File: config.mk
export PLATFORM = sky130hd
export DESIGN_NAME = fp_addsub_pipe_flat
export DESIGN_NICKNAME = d
export VERILOG_FILES = /design/src/rtl/fp_addsub_pipe_if.sv /design/src/rtl/fp_addsub_pipe.sv /design/src/flat_wrapper.sv
export SDC_FILE = /design/constraint.sdc
export NUM_CORES = 1
export LEC_CHECK = 0
export ABC_CLOCK_PERIOD_IN_PS = 5300
export CORE_MARGIN = 1.5
export CORE_UTILIZATION = 61
export CTS_CLUSTER_DIAMETER = 200
export DETAILED_ROUTE_END_ITERATION = 8
export GPL_TIMING_DRIVEN = 0
export PLACE_DENSITY = 0.86
export SLEW_MARGIN = 20
export SYNTH_ARGS = -nofsm -noshare
export SYNTH_HDL_FRONTEND = slang
export SYNTH_SLANG_ARGS = --single-unit
File: constraint.sdc
create_clock -name clk -period 5.3 [get_ports clk]
set_input_delay 1.06 -clock clk [delete_from_list [all_inputs] [get_ports clk]]
set_output_delay 1.06 -clock clk [all_outputs]
set_load 0.01 [all_outputs]
File: src/rtl/fp_addsub_pipe_if.sv
// fp_addsub_pipe_if: operand/result handshake bundle for the
// pipelined floating-point adder/subtractor.
interface fp_addsub_pipe_if #(
    parameter int EXP_W = 8,
    parameter int MAN_W = 23
);
    localparam int W = 1 + EXP_W + MAN_W;

    logic         in_valid;
    logic         in_ready;
    logic [W-1:0] a;
    logic [W-1:0] b;
    logic         sub;
    logic         out_valid;
    logic         out_ready;
    logic [W-1:0] result;
    logic         overflow;
    logic         underflow;
    logic         invalid;
    logic         inexact;

    modport master (
        output in_valid, a, b, sub, out_ready,
        input  in_ready, out_valid, result,
        input  overflow, underflow, invalid, inexact
    );

    modport slave (
        input  in_valid, a, b, sub, out_ready,
        output in_ready, out_valid, result,
        output overflow, underflow, invalid, inexact
    );
endinterface

File: src/rtl/fp_addsub_pipe.sv
// fp_addsub_pipe: 3-stage IEEE-754 add/sub, round-to-nearest-even,
// subnormals flushed to zero, valid/ready on both sides.
module fp_addsub_pipe #(
    parameter int EXP_W = 8,
    parameter int MAN_W = 23
) (
    input  logic            clk,
    input  logic            rst_n,
    fp_addsub_pipe_if.slave io_bus
);
    localparam int W  = 1 + EXP_W + MAN_W;
    localparam int SW = MAN_W + 4;
    localparam logic [W-1:0] QNAN =
        {1'b0, {EXP_W{1'b1}}, 1'b1, {(MAN_W-1){1'b0}}};
    localparam logic [EXP_W+1:0] E_MAX = {2'b00, {EXP_W{1'b1}}};
    localparam logic [EXP_W+1:0] E_ONE = (EXP_W+2)'(1);

    logic w_stall;
    assign w_stall = io_bus.out_valid & ~io_bus.out_ready;
    assign io_bus.in_ready = ~w_stall;

    logic             w_sa, w_sb, w_az, w_bz;
    logic [EXP_W-1:0] w_ea, w_eb, w_d;
    logic [MAN_W-1:0] w_fa, w_fb;
    logic             w_a_nan, w_b_nan, w_a_inf, w_b_inf;
    logic [W-2:0]     w_amag, w_bmag, w_xmag, w_ymag;
    logic             w_swap, w_sx, w_sy;
    logic [MAN_W:0]   w_xsig, w_ysig;
    logic [SW-1:0]    w_yext, w_yal;
    logic             w_spec, w_sinv;
    logic [W-1:0]     w_sres;

    assign w_sa = io_bus.a[W-1];
    assign w_sb = io_bus.b[W-1] ^ io_bus.sub;
    assign w_ea = io_bus.a[W-2:MAN_W];
    assign w_eb = io_bus.b[W-2:MAN_W];
    assign w_fa = io_bus.a[MAN_W-1:0];
    assign w_fb = io_bus.b[MAN_W-1:0];
    assign w_az = (w_ea == '0);
    assign w_bz = (w_eb == '0);
    assign w_a_nan = (&w_ea) & (|w_fa);
    assign w_b_nan = (&w_eb) & (|w_fb);
    assign w_a_inf = (&w_ea) & ~(|w_fa);
    assign w_b_inf = (&w_eb) & ~(|w_fb);
    assign w_amag = w_az ? '0 : io_bus.a[W-2:0];
    assign w_bmag = w_bz ? '0 : io_bus.b[W-2:0];
    assign w_swap = (w_bmag > w_amag);
    assign w_xmag = w_swap ? w_bmag : w_amag;
    assign w_ymag = w_swap ? w_amag : w_bmag;
    assign w_sx   = w_swap ? w_sb : w_sa;
    assign w_sy   = w_swap ? w_sa : w_sb;
    assign w_xsig = {|w_xmag[W-2:MAN_W], w_xmag[MAN_W-1:0]};
    assign w_ysig = {|w_ymag[W-2:MAN_W], w_ymag[MAN_W-1:0]};
    assign w_d    = w_xmag[W-2:MAN_W] - w_ymag[W-2:MAN_W];
    assign w_yext = {w_ysig, 3'b000};

    // align smaller significand, folding shifted-out bits into sticky
    always_comb begin
        w_yal = '0;
        if (32'(w_d) >= 32'(MAN_W + 3))
            w_yal[0] = |w_ysig;
        else
            w_yal = (w_yext >> w_d)
                  | SW'(|(w_yext & ~({SW{1'b1}} << w_d)));
    end

    // special operands bypass the datapath with a fixed result
    always_comb begin
        w_sres = '0;
        w_sinv = 1'b0;
        w_spec = 1'b1;
        if (w_a_nan | w_b_nan
            | (w_a_inf & w_b_inf & (w_sa ^ w_sb))) begin
            w_sres = QNAN;
            w_sinv = 1'b1;
        end else if (w_a_inf)
            w_sres = {w_sa, {EXP_W{1'b1}}, {MAN_W{1'b0}}};
        else if (w_b_inf)
            w_sres = {w_sb, {EXP_W{1'b1}}, {MAN_W{1'b0}}};
        else if (w_az & w_bz)
            w_sres = {w_sa & w_sb, {(W-1){1'b0}}};
        else
            w_spec = 1'b0;
    end

    logic             r1_valid, r1_sign, r1_esub, r1_spec, r1_sinv;
    logic [EXP_W-1:0] r1_exp;
    logic [SW-1:0]    r1_mx, r1_my;
    logic [W-1:0]     r1_sres;

    // stage 1 register: aligned operands
    always_ff @(posedge clk or negedge rst_n) begin
        if (!rst_n) begin
            r1_valid <= 1'b0;
            r1_sign  <= 1'b0;
            r1_esub  <= 1'b0;
            r1_spec  <= 1'b0;
            r1_sinv  <= 1'b0;
            r1_exp   <= '0;
            r1_mx    <= '0;
            r1_my    <= '0;
            r1_sres  <= '0;
        end else if (!w_stall) begin
            r1_valid <= io_bus.in_valid;
            r1_sign  <= w_sx;
            r1_esub  <= w_sx ^ w_sy;
            r1_spec  <= w_spec;
            r1_sinv  <= w_sinv;
            r1_exp   <= w_xmag[W-2:MAN_W];
            r1_mx    <= {w_xsig, 3'b000};
            r1_my    <= w_yal;
            r1_sres  <= w_sres;
        end
    end

    logic [SW:0]      w_sum;
    logic [SW-1:0]    w_dif, w_man2;
    logic [EXP_W+1:0] w_lz, w_exp2;
    logic             w_zero2, w_sign2;

    assign w_sum = {1'b0, r1_mx} + {1'b0, r1_my};
    assign w_dif = r1_mx - r1_my;

    // leading-zero count as a priority encoder (highest set bit wins)
    always_comb begin
        w_lz = '0;
        for (int i = 0; i < SW; i++)
            if (w_dif[i]) w_lz = (EXP_W+2)'(SW - 1 - i);
    end

    // add or subtract magnitudes and renormalise
    always_comb begin
        w_exp2  = {2'b00, r1_exp};
        w_man2  = w_sum[SW-1:0];
        w_zero2 = 1'b0;
        w_sign2 = r1_sign;
        if (!r1_esub) begin
            if (w_sum[SW]) begin
                w_man2 = {w_sum[SW:2], |w_sum[1:0]};
                w_exp2 = w_exp2 + E_ONE;
            end
        end else begin
            w_man2 = w_dif << w_lz;
            w_exp2 = w_exp2 - w_lz;
            if (w_dif == '0) begin
                w_zero2 = 1'b1;
                w_sign2 = 1'b0;
            end
        end
    end

    logic             r2_valid, r2_sign, r2_zero, r2_spec, r2_sinv;
    logic [EXP_W+1:0] r2_exp;
    logic [SW-1:0]    r2_man;
    logic [W-1:0]     r2_sres;

    // stage 2 register: normalised sum with guard/round/sticky
    always_ff @(posedge clk or negedge rst_n) begin
        if (!rst_n) begin
            r2_valid <= 1'b0;
            r2_sign  <= 1'b0;
            r2_zero  <= 1'b0;
            r2_spec  <= 1'b0;
            r2_sinv  <= 1'b0;
            r2_exp   <= '0;
            r2_man   <= '0;
            r2_sres  <= '0;
        end else if (!w_stall) begin
            r2_valid <= r1_valid;
            r2_sign  <= w_sign2;
            r2_zero  <= w_zero2;
            r2_spec  <= r1_spec;
            r2_sinv  <= r1_sinv;
            r2_exp   <= w_exp2;
            r2_man   <= w_man2;
            r2_sres  <= r1_sres;
        end
    end

    logic [MAN_W:0]   w_m3;
    logic [MAN_W+1:0] w_rnd;
    logic [EXP_W+1:0] w_e3;
    logic [MAN_W-1:0] w_f3;
    logic             w_g, w_r, w_s, w_inc;
    logic [W-1:0]     w_res3;
    logic             w_ov3, w_un3, w_iv3, w_ix3;

    assign w_m3  = r2_man[SW-1:3];
    assign w_g   = r2_man[2];
    assign w_r   = r2_man[1];
    assign w_s   = r2_man[0];
    assign w_inc = w_g & (w_r | w_s | w_m3[0]);
    assign w_rnd = {1'b0, w_m3} + (MAN_W+2)'(w_inc);
    assign w_e3  = r2_exp + (EXP_W+2)'(w_rnd[MAN_W+1]);
    assign w_f3  = w_rnd[MAN_W+1] ? w_rnd[MAN_W:1]
                                  : w_rnd[MAN_W-1:0];

    // round, range-check and pack
    always_comb begin
        w_res3 = {r2_sign, w_e3[EXP_W-1:0], w_f3};
        w_ov3  = 1'b0;
        w_un3  = 1'b0;
        w_iv3  = 1'b0;
        w_ix3  = w_g | w_r | w_s;
        if (r2_spec) begin
            w_res3 = r2_sres;
            w_iv3  = r2_sinv;
            w_ix3  = 1'b0;
        end else if (r2_zero) begin
            w_res3 = '0;
            w_ix3  = 1'b0;
        end else if ($signed(w_e3) >= $signed(E_MAX)) begin
            w_res3 = {r2_sign, {EXP_W{1'b1}}, {MAN_W{1'b0}}};
            w_ov3  = 1'b1;
            w_ix3  = 1'b1;
        end else if ($signed(w_e3) < $signed(E_ONE)) begin
            w_res3 = {r2_sign, {(W-1){1'b0}}};
            w_un3  = 1'b1;
            w_ix3  = 1'b1;
        end
    end

    // output register: holds while the consumer stalls
    always_ff @(posedge clk or negedge rst_n) begin
        if (!rst_n) begin
            io_bus.out_valid <= 1'b0;
            io_bus.result    <= '0;
            io_bus.overflow  <= 1'b0;
            io_bus.underflow <= 1'b0;
            io_bus.invalid   <= 1'b0;
            io_bus.inexact   <= 1'b0;
        end else if (!w_stall) begin
            io_bus.out_valid <= r2_valid;
            if (r2_valid) begin
                io_bus.result    <= w_res3;
                io_bus.overflow  <= w_ov3;
                io_bus.underflow <= w_un3;
                io_bus.invalid   <= w_iv3;
                io_bus.inexact   <= w_ix3;
            end
        end
    end
endmodule

File: src/flat_wrapper.sv
// flat-port wrapper written by rule: the top's interface ports become plain ports
module fp_addsub_pipe_flat 
#(
    parameter int EXP_W = 8,
    parameter int MAN_W = 23
)
  (clk, rst_n, io_bus_in_valid, io_bus_a, io_bus_b, io_bus_sub, io_bus_out_ready, io_bus_in_ready, io_bus_out_valid, io_bus_result, io_bus_overflow, io_bus_underflow, io_bus_invalid, io_bus_inexact);
  fp_addsub_pipe_if #(.EXP_W(EXP_W), .MAN_W(MAN_W)) io_bus_i ();
  input  logic clk;
  input  logic rst_n;
  input wire logic [$bits(io_bus_i.in_valid)-1:0] io_bus_in_valid;
  input wire logic [$bits(io_bus_i.a)-1:0] io_bus_a;
  input wire logic [$bits(io_bus_i.b)-1:0] io_bus_b;
  input wire logic [$bits(io_bus_i.sub)-1:0] io_bus_sub;
  input wire logic [$bits(io_bus_i.out_ready)-1:0] io_bus_out_ready;
  output wire logic [$bits(io_bus_i.in_ready)-1:0] io_bus_in_ready;
  output wire logic [$bits(io_bus_i.out_valid)-1:0] io_bus_out_valid;
  output wire logic [$bits(io_bus_i.result)-1:0] io_bus_result;
  output wire logic [$bits(io_bus_i.overflow)-1:0] io_bus_overflow;
  output wire logic [$bits(io_bus_i.underflow)-1:0] io_bus_underflow;
  output wire logic [$bits(io_bus_i.invalid)-1:0] io_bus_invalid;
  output wire logic [$bits(io_bus_i.inexact)-1:0] io_bus_inexact;
  assign io_bus_i.in_valid = io_bus_in_valid;
  assign io_bus_i.a = io_bus_a;
  assign io_bus_i.b = io_bus_b;
  assign io_bus_i.sub = io_bus_sub;
  assign io_bus_i.out_ready = io_bus_out_ready;
  assign io_bus_in_ready = io_bus_i.in_ready;
  assign io_bus_out_valid = io_bus_i.out_valid;
  assign io_bus_result = io_bus_i.result;
  assign io_bus_overflow = io_bus_i.overflow;
  assign io_bus_underflow = io_bus_i.underflow;
  assign io_bus_invalid = io_bus_i.invalid;
  assign io_bus_inexact = io_bus_i.inexact;
  fp_addsub_pipe #(.EXP_W(EXP_W), .MAN_W(MAN_W)) u_core (.clk(clk), .rst_n(rst_n), .io_bus(io_bus_i));
endmodule
==> impl_metrics.tcl, run 1 <==
set metrics [dict create \
    diodes 0 \
    ys_top_cells_by_area "dfrtp_1 24%, ha_1 7.6%, nand2_1 6.3%" \
    clk-insertion-delay-late_ns 0.45 \
    synth_cell_type_count 105 \
    tightest_slew_ns 1.10 \
    holdBufCountCts 0 \
    dp.cells 2435 \
    synth.most_common_cell "nand2_1" \
    setup_viol 42 \
    r2r_end "u_core.r2_man[23]$_DFFE_PN0N_" \
    pin_count 107 \
    cp_slowest_cell "a311oi_1" \
    finalHoldViolations 0 \
    syn_avg_cell_area_um2 7.56 \
    grt_max_degree 103 \
    critPathMaxStageDelay_ns 0.49 \
    synth-seq-area-share 0.243 \
    filler_cell_count 1566 \
    htree_levels 4 \
    core_um2 24300 \
    criticalPathCategory "in2reg" \
    root_buffer "clkbuf_16" \
    ant_nets 0 \
    synth_top_cell_by_area "dfrtp_1" \
    tritoncts "done" \
    ys_top_cells_by_count "256 x nand2_1, 203 x nor2_1, 169 x o21ai_0" \
    min_period_over_period 1.08 \
    synth_top_cell_area_share 0.243 \
    finalSetupTns_ns -9.83 \
    cts_max_path_buffers 2 \
    route.detailed.drc 5 \
    irDropWorstVdd_mv 0.532 \
    synth_seq_cells 147 \
    vias 18443 \
    required_ns 5.68 \
    die_w_um 161 \
    drtIter0Drc 2970 \
    crit_top_cell "buf_4" \
    numClockSinks 147 \
    start_util 0.623 \
    end_kind "register" \
    hp-start "u_core.io_bus.result[6]$_DFFE_PN0P_" \
    drv_slew 0 \
    r2r_setup_slack_ns -0.21 \
    drive_above_1_share 0.189 \
    synth_edf_count 0 \
    syn_inst 2004 \
    finalNonFillerCells 2547 \
    vias_per_cell 7.24 \
    finClkSkew_ns 0.0178 \
    antenna_found_initial 1 \
    status "complete, but fails checks" \
    startpoint_type "input pin" \
    drt_wl_total_mm 64.4 \
    maxCapViolCount 0 \
    rows 57 \
    slew_headroom 0.270 \
    grt_first_pass_wirelength_mm 94.5 \
    wl_per_cell_um 25.3 \
    grt_usage 0.469 \
    numCtsBuffers 17 \
    p_per_area_nw_per_um2 524 \
    area_growth_pct 27.7 \
    synth_area_um2 15200 \
    finalCriticalPeriod_ns 5.71 \
    first_pass_iters 9 \
    dieHeight_um 161 \
    worst_hold_path_type "reg2reg" \
    synth-async-reset-ratio 1.00 \
    reg2reg_from "u_core.r1_my[5]$_DFFE_PN0N_" \
    hpwl_mm 44.7 \
    clk_pin_slew_worst_paths_ns 0.07 \
    gp_congestion 1.02 \
    crit_family "buffers and inverters" \
    violations "design-rule violations, negative setup slack" \
    fin_nets 2373 \
    rsz0062_at_grt "yes" \
    cp_num_buf_inv 14 \
    synth_top_flop_cell "dfrtp_1" \
    r2r_cells 16 \
    arrival_ns 6.09 \
    overflow 0 \
    synth_nets 2167 \
    ys_warn_count 0 \
    hold_depth 2 \
    die-area_um2 25800 \
    fmax_ghz 0.175 \
    whs_endpoint "u_core.io_bus.result[6]$_DFFE_PN0P_" \
    p_leak_nw 8.00 \
    numPortBuffers 106 \
    setup_slack_ns -0.411 \
    grt_pass1_vias 17191 \
    path_max_fanout 10 \
]
[registers in the layout (all words and copies together), names as in the netlist, 3 cells and up]
name                  count
u_core.io_bus.result     32
u_core.r1_my             27
u_core.r1_exp             8
u_core.r1_sres            3
u_core.r2_sres            3
u_core.r2_man            27
u_core.r2_exp            10
u_core.r1_mx             24
[cell families after synthesis]
group / share of synthesized area
fa+ha+maj: 0.0793
flops: 0.243
simple gates: 0.225
xor+xnor: 0.0533
compound gates: 0.271
mux: 0.0735
buf+inv: 0.0560
[routing by layer]
layer,GRT usage,share of wire,vias to the layer above
met4,0.330,0.086,2
met5,0,0.00020,-
met1,0.570,0.35,8600
li1,-,-,7755
met3,0.0963,0.12,458
met2,0.744,0.44,1628
[stage by stage]
step	hold WS [ns]	util	setup WS, ns	cell area [um^2]	total power, mW
after floorplan	0.439	-	-0.135	15400	5.78
after global placement	0.453	0.695	-2.58	16900	7.53
after detailed placement	0.462	0.696	-2.45	16900	7.64
after CTS	0.480	0.763	-0.199	18600	9.22
after global routing	0.508	0.796	-0.578	19400	10.5
final	0.474	0.796	-0.411	19400	10.1
[worst max path at each step]
stage                     cells after the start                             to         start  slack, ns
after CTS                                    28   u_core.r1_my[19]$_DFFE_PN0N_  io_bus_b[27]      -0.20
after global placement                        1  u_core.r2_man[20]$_DFFE_PN0N_         rst_n      -2.58
after global routing                         24   u_core.r1_my[17]$_DFFE_PN0N_  io_bus_a[27]      -0.58
after detailed placement                     29    u_core.r1_my[4]$_DFFE_PN0N_  io_bus_b[24]      -2.45
after floorplan                              26   u_core.r1_my[22]$_DFFE_PN0N_  io_bus_b[24]      -0.13
final                                        29    u_core.r1_my[7]$_DFFE_PN0N_  io_bus_b[29]      -0.41
[worst min-delay path, cell delays in order (launching register included)]
cell and delay [ns]:
dfrtp_1 0.34, nand2_1 0.05, nand2_1 0.05
[cells in the final DEF (no fill, tap or decap), types with 52 or more instances in the layout]
cell	n
nor2_1	192
nand3_1	59
clkdlybuf4s50_1	89
clkbuf_1	69
a21oi_1	125
buf_4	78
mux2i_1	52
inv_1	81
dfrtp_1	143
xnor2_1	54
ha_1	80
o21ai_0	143
nand2_1	240
[area by class of cell]
cell class / instances / area (um^2) / share of cell area
Multi-Input combinational cell: 1640 / 11800 / 0.608
Sequential cell: 147 / 3680 / 0.190
Timing Repair Buffer: 195 / 1850 / 0.0956
Buffer: 113 / 673 / 0.0348
Clock buffer: 21 / 460 / 0.0238
Tap cell: 324 / 405 / 0.0209
Inverter: 96 / 370 / 0.0191
Clock inverter: 11 / 139 / 0.00718
[timing repair]
action                                  CTS  global route
buffers inserted                         52            35
gates cloned                              4             0
resized for setup                       230           150
hold endpoints to repair                  0             0
pin swaps                                67            43
endpoints found under the setup margin   67            76
[power by group]
part | total [mW] | switching [mW] | internal, mW
sequential | 1.89 | 0.404 | 1.49
combinational | 6.97 | 4.27 | 2.70
clock | 1.27 | 0.541 | 0.731
Power figures use the tool's default switching activity.
==> inputs of run 2 (changes only) <==
- CORE_ASPECT_RATIO: unset -> 1.5
==> run 2 against run 1 <==
Compared with the run above:
- non-clock buffer count down 27
- the run ends with negative setup slack left
- count of clock-buffer cells in the layout fell by 3
- power shrank 2.4%
- maximum frequency down 1.2%
- clock power fell by 5%
- hold slack worse by 0.011 ns
- first-iteration DRC count is 22% lower
- setup slack lost 0.072 ns
- sequential share of layout area rose by 0.41 points
- combinational power shrank 3%
- clock skew down 0.0027 ns
- critical path depth down 4
==> impl_metrics.tcl, run 2 (synthesized netlist as in run 1, its figures left out) <==
set metrics [dict create \
    gp_congestion 1.10 \
    numCtsBuffers 17 \
    overflow 0 \
    min_period_over_period 1.09 \
    arrival_ns 6.16 \
    status "complete, but fails checks" \
    clk-insertion-delay-late_ns 0.47 \
    route.detailed.drc 0 \
    startpoint_type "input pin" \
    tritoncts "done" \
    antenna_found_initial 1 \
    fin_nets 2346 \
    dp.cells 2435 \
    dp_slack_ns -2.08 \
    drt_wl_total_mm 66.0 \
    drive_above_1_share 0.168 \
    setup_viol 35 \
    die-area_um2 25800 \
    criticalPathCategory "in2reg" \
    violations "negative setup slack" \
    end_kind "register" \
    grt_first_pass_wirelength_mm 101 \
    filler_cell_count 1678 \
    wl_per_cell_um 26.2 \
    pin_count 107 \
    seqPwrFrac 0.191 \
    mostFrequentLayoutCell "nand2_1" \
    final_area_um2 18900 \
    grt_max_degree 105 \
    ant_nets 0 \
    root_buffer "clkbuf_16" \
    irDropWorstVdd_mv 0.333 \
    path_max_fanout 7 \
    first_pass_iters 6 \
    die_w_um 132 \
    fmax_ghz 0.173 \
    required_ns 5.67 \
    numClockSinks 147 \
    p_clk_frac 0.123 \
    dieHeight_um 196 \
    core_um2 24400 \
    slew_headroom 0.215 \
    hpwl_mm 49.3 \
    finalCriticalPeriod_ns 5.78 \
    drtIter0Drc 2329 \
    largest_reg_flops 32 \
    area_growth_pct 24.9 \
    finalHoldViolations 0 \
    finClkSkew_ns 0.0152 \
    htree_levels 4 \
    finalPower_mw 9.89 \
    p_leak_nw 7.80 \
    numPortBuffers 106 \
    drv_slew 0 \
    start_util 0.620 \
    grt_usage 0.510 \
    post_dp_cell_area_um2 16900 \
    tightest_slew_ns 1.18 \
    p_per_area_nw_per_um2 522 \
    holdWs_ns 0.463 \
    rows 70 \
    setup_slack_ns -0.483 \
    vias 18030 \
    maxCapViolCount 0 \
    internal-power_mw 4.64 \
    worst_hold_path_type "in2async" \
    rsz0062_at_grt "yes" \
    vias_per_cell 7.15 \
    largest_register "u_core.io_bus.result" \
    grt_pass1_vias 17509 \
    largestRegisters "u_core.io_bus.result: 32 flops, u_core.r1_my: 27 flops, u_core.r2_man: 27 flops" \
    p_comb_frac 0.687 \
    cts_max_path_buffers 2 \
    sw_frac_of_total 0.531 \
    power.net_switching_mw 5.25 \
    clk_pin_slew_worst_paths_ns 0.08 \
    holdBufCountCts 0 \
    layout_common_cells "238 x nand2_1, 191 x nor2_1, 150 x o21ai_0" \
    finalNonFillerCells 2521 \
]
## run 2: final timing paths
check | start | to | slack [ns] | cells after the start
min in group clk | u_core.io_bus.result[6]$_DFFE_PN0P_ | u_core.io_bus.result[6]$_DFFE_PN0P_ | 0.48 | 2
min | rst_n | u_core.r2_man[24]$_DFFE_PN0N_ | 0.46 | 1
min reg2reg | u_core.io_bus.result[6]$_DFFE_PN0P_ | u_core.io_bus.result[6]$_DFFE_PN0P_ | 0.48 | 2
max in group asynchronous | rst_n | u_core.r1_mx[24]$_DFFE_PN0N_ | 3.99 | 2
max | io_bus_a[24] | u_core.r1_my[9]$_DFFE_PN0N_ | -0.48 | 25
max reg2reg | u_core.r1_my[3]$_DFFE_PN0N_ | u_core.r2_exp[5]$_DFFE_PN0N_ | -0.17 | 21
## run 2: cell type report
class,instances,area (um^2),share of cell area
Sequential cell,147,3680,0.194
Clock buffer,18,429,0.0227
Clock inverter,14,146,0.00773
Inverter,96,365,0.0193
Antenna cell,1,2.50,0.000132
Timing Repair Buffer,167,1600,0.0844
Multi-Input combinational cell,1640,11600,0.615
Buffer,114,659,0.0348
Tap cell,324,405,0.0214
## run 2: timing repair
action                                  4_1_cts  5_1_grt
gates resized for setup                     206      104
gates cloned                                  3        1
pin swaps                                    49       50
endpoints found under the setup margin       84       76
hold endpoints to repair                      0        0
buffers inserted                             35       21
## run 2: power groups by stage
stage | Sequential (mW) | Combinational, mW | Clock (mW)
5_1_grt | 1.91 | 7.21 | 1.24
2_1_floorplan | 1.81 | 3.97 | 0
4_1_cts | 1.86 | 6.15 | 1.18
3_3_place_gp | 1.85 | 5.79 | 0
6_report | 1.88 | 6.79 | 1.21
3_5_place_dp | 1.88 | 5.88 | 0
## run 2: worst max-delay path: stages
cell       delay (ns)
buf_4            0.15
nor4_4           0.35
nand2_4          0.13
clkbuf_16        0.18
clkbuf_16        0.17
nand2_1          0.20
ha_1             0.27
and3_1           0.17
and2_1           0.18
and4_1           0.29
o211ai_1         0.33
o31ai_4          0.13
inv_1            0.08
ha_2             0.18
nand2_2          0.06
and3_4           0.21
a221o_1          0.38
a2111oi_4        0.38
a211oi_4         0.15
buf_12           0.17
buf_12           0.14
a211oi_4         0.20
a21oi_1          0.11
o32a_1           0.31
o22ai_2          0.17
## run 2: per-layer routing
layer / GRT usage / wire, um
met5: 0 / 0
met4: 0.510 / 8400
met3: 0.153 / 6230
met2: 0.844 / 31100
met1: 0.499 / 20300
## run 2: through the flow
stage | TNS (ns) | util
floorplan | -1.18 | -
global placement | -414.63 | 0.691
detailed placement | -74.20 | 0.693
finish | -9.70 | 0.775
CTS | -3.40 | 0.750
global route | -15.82 | 0.774
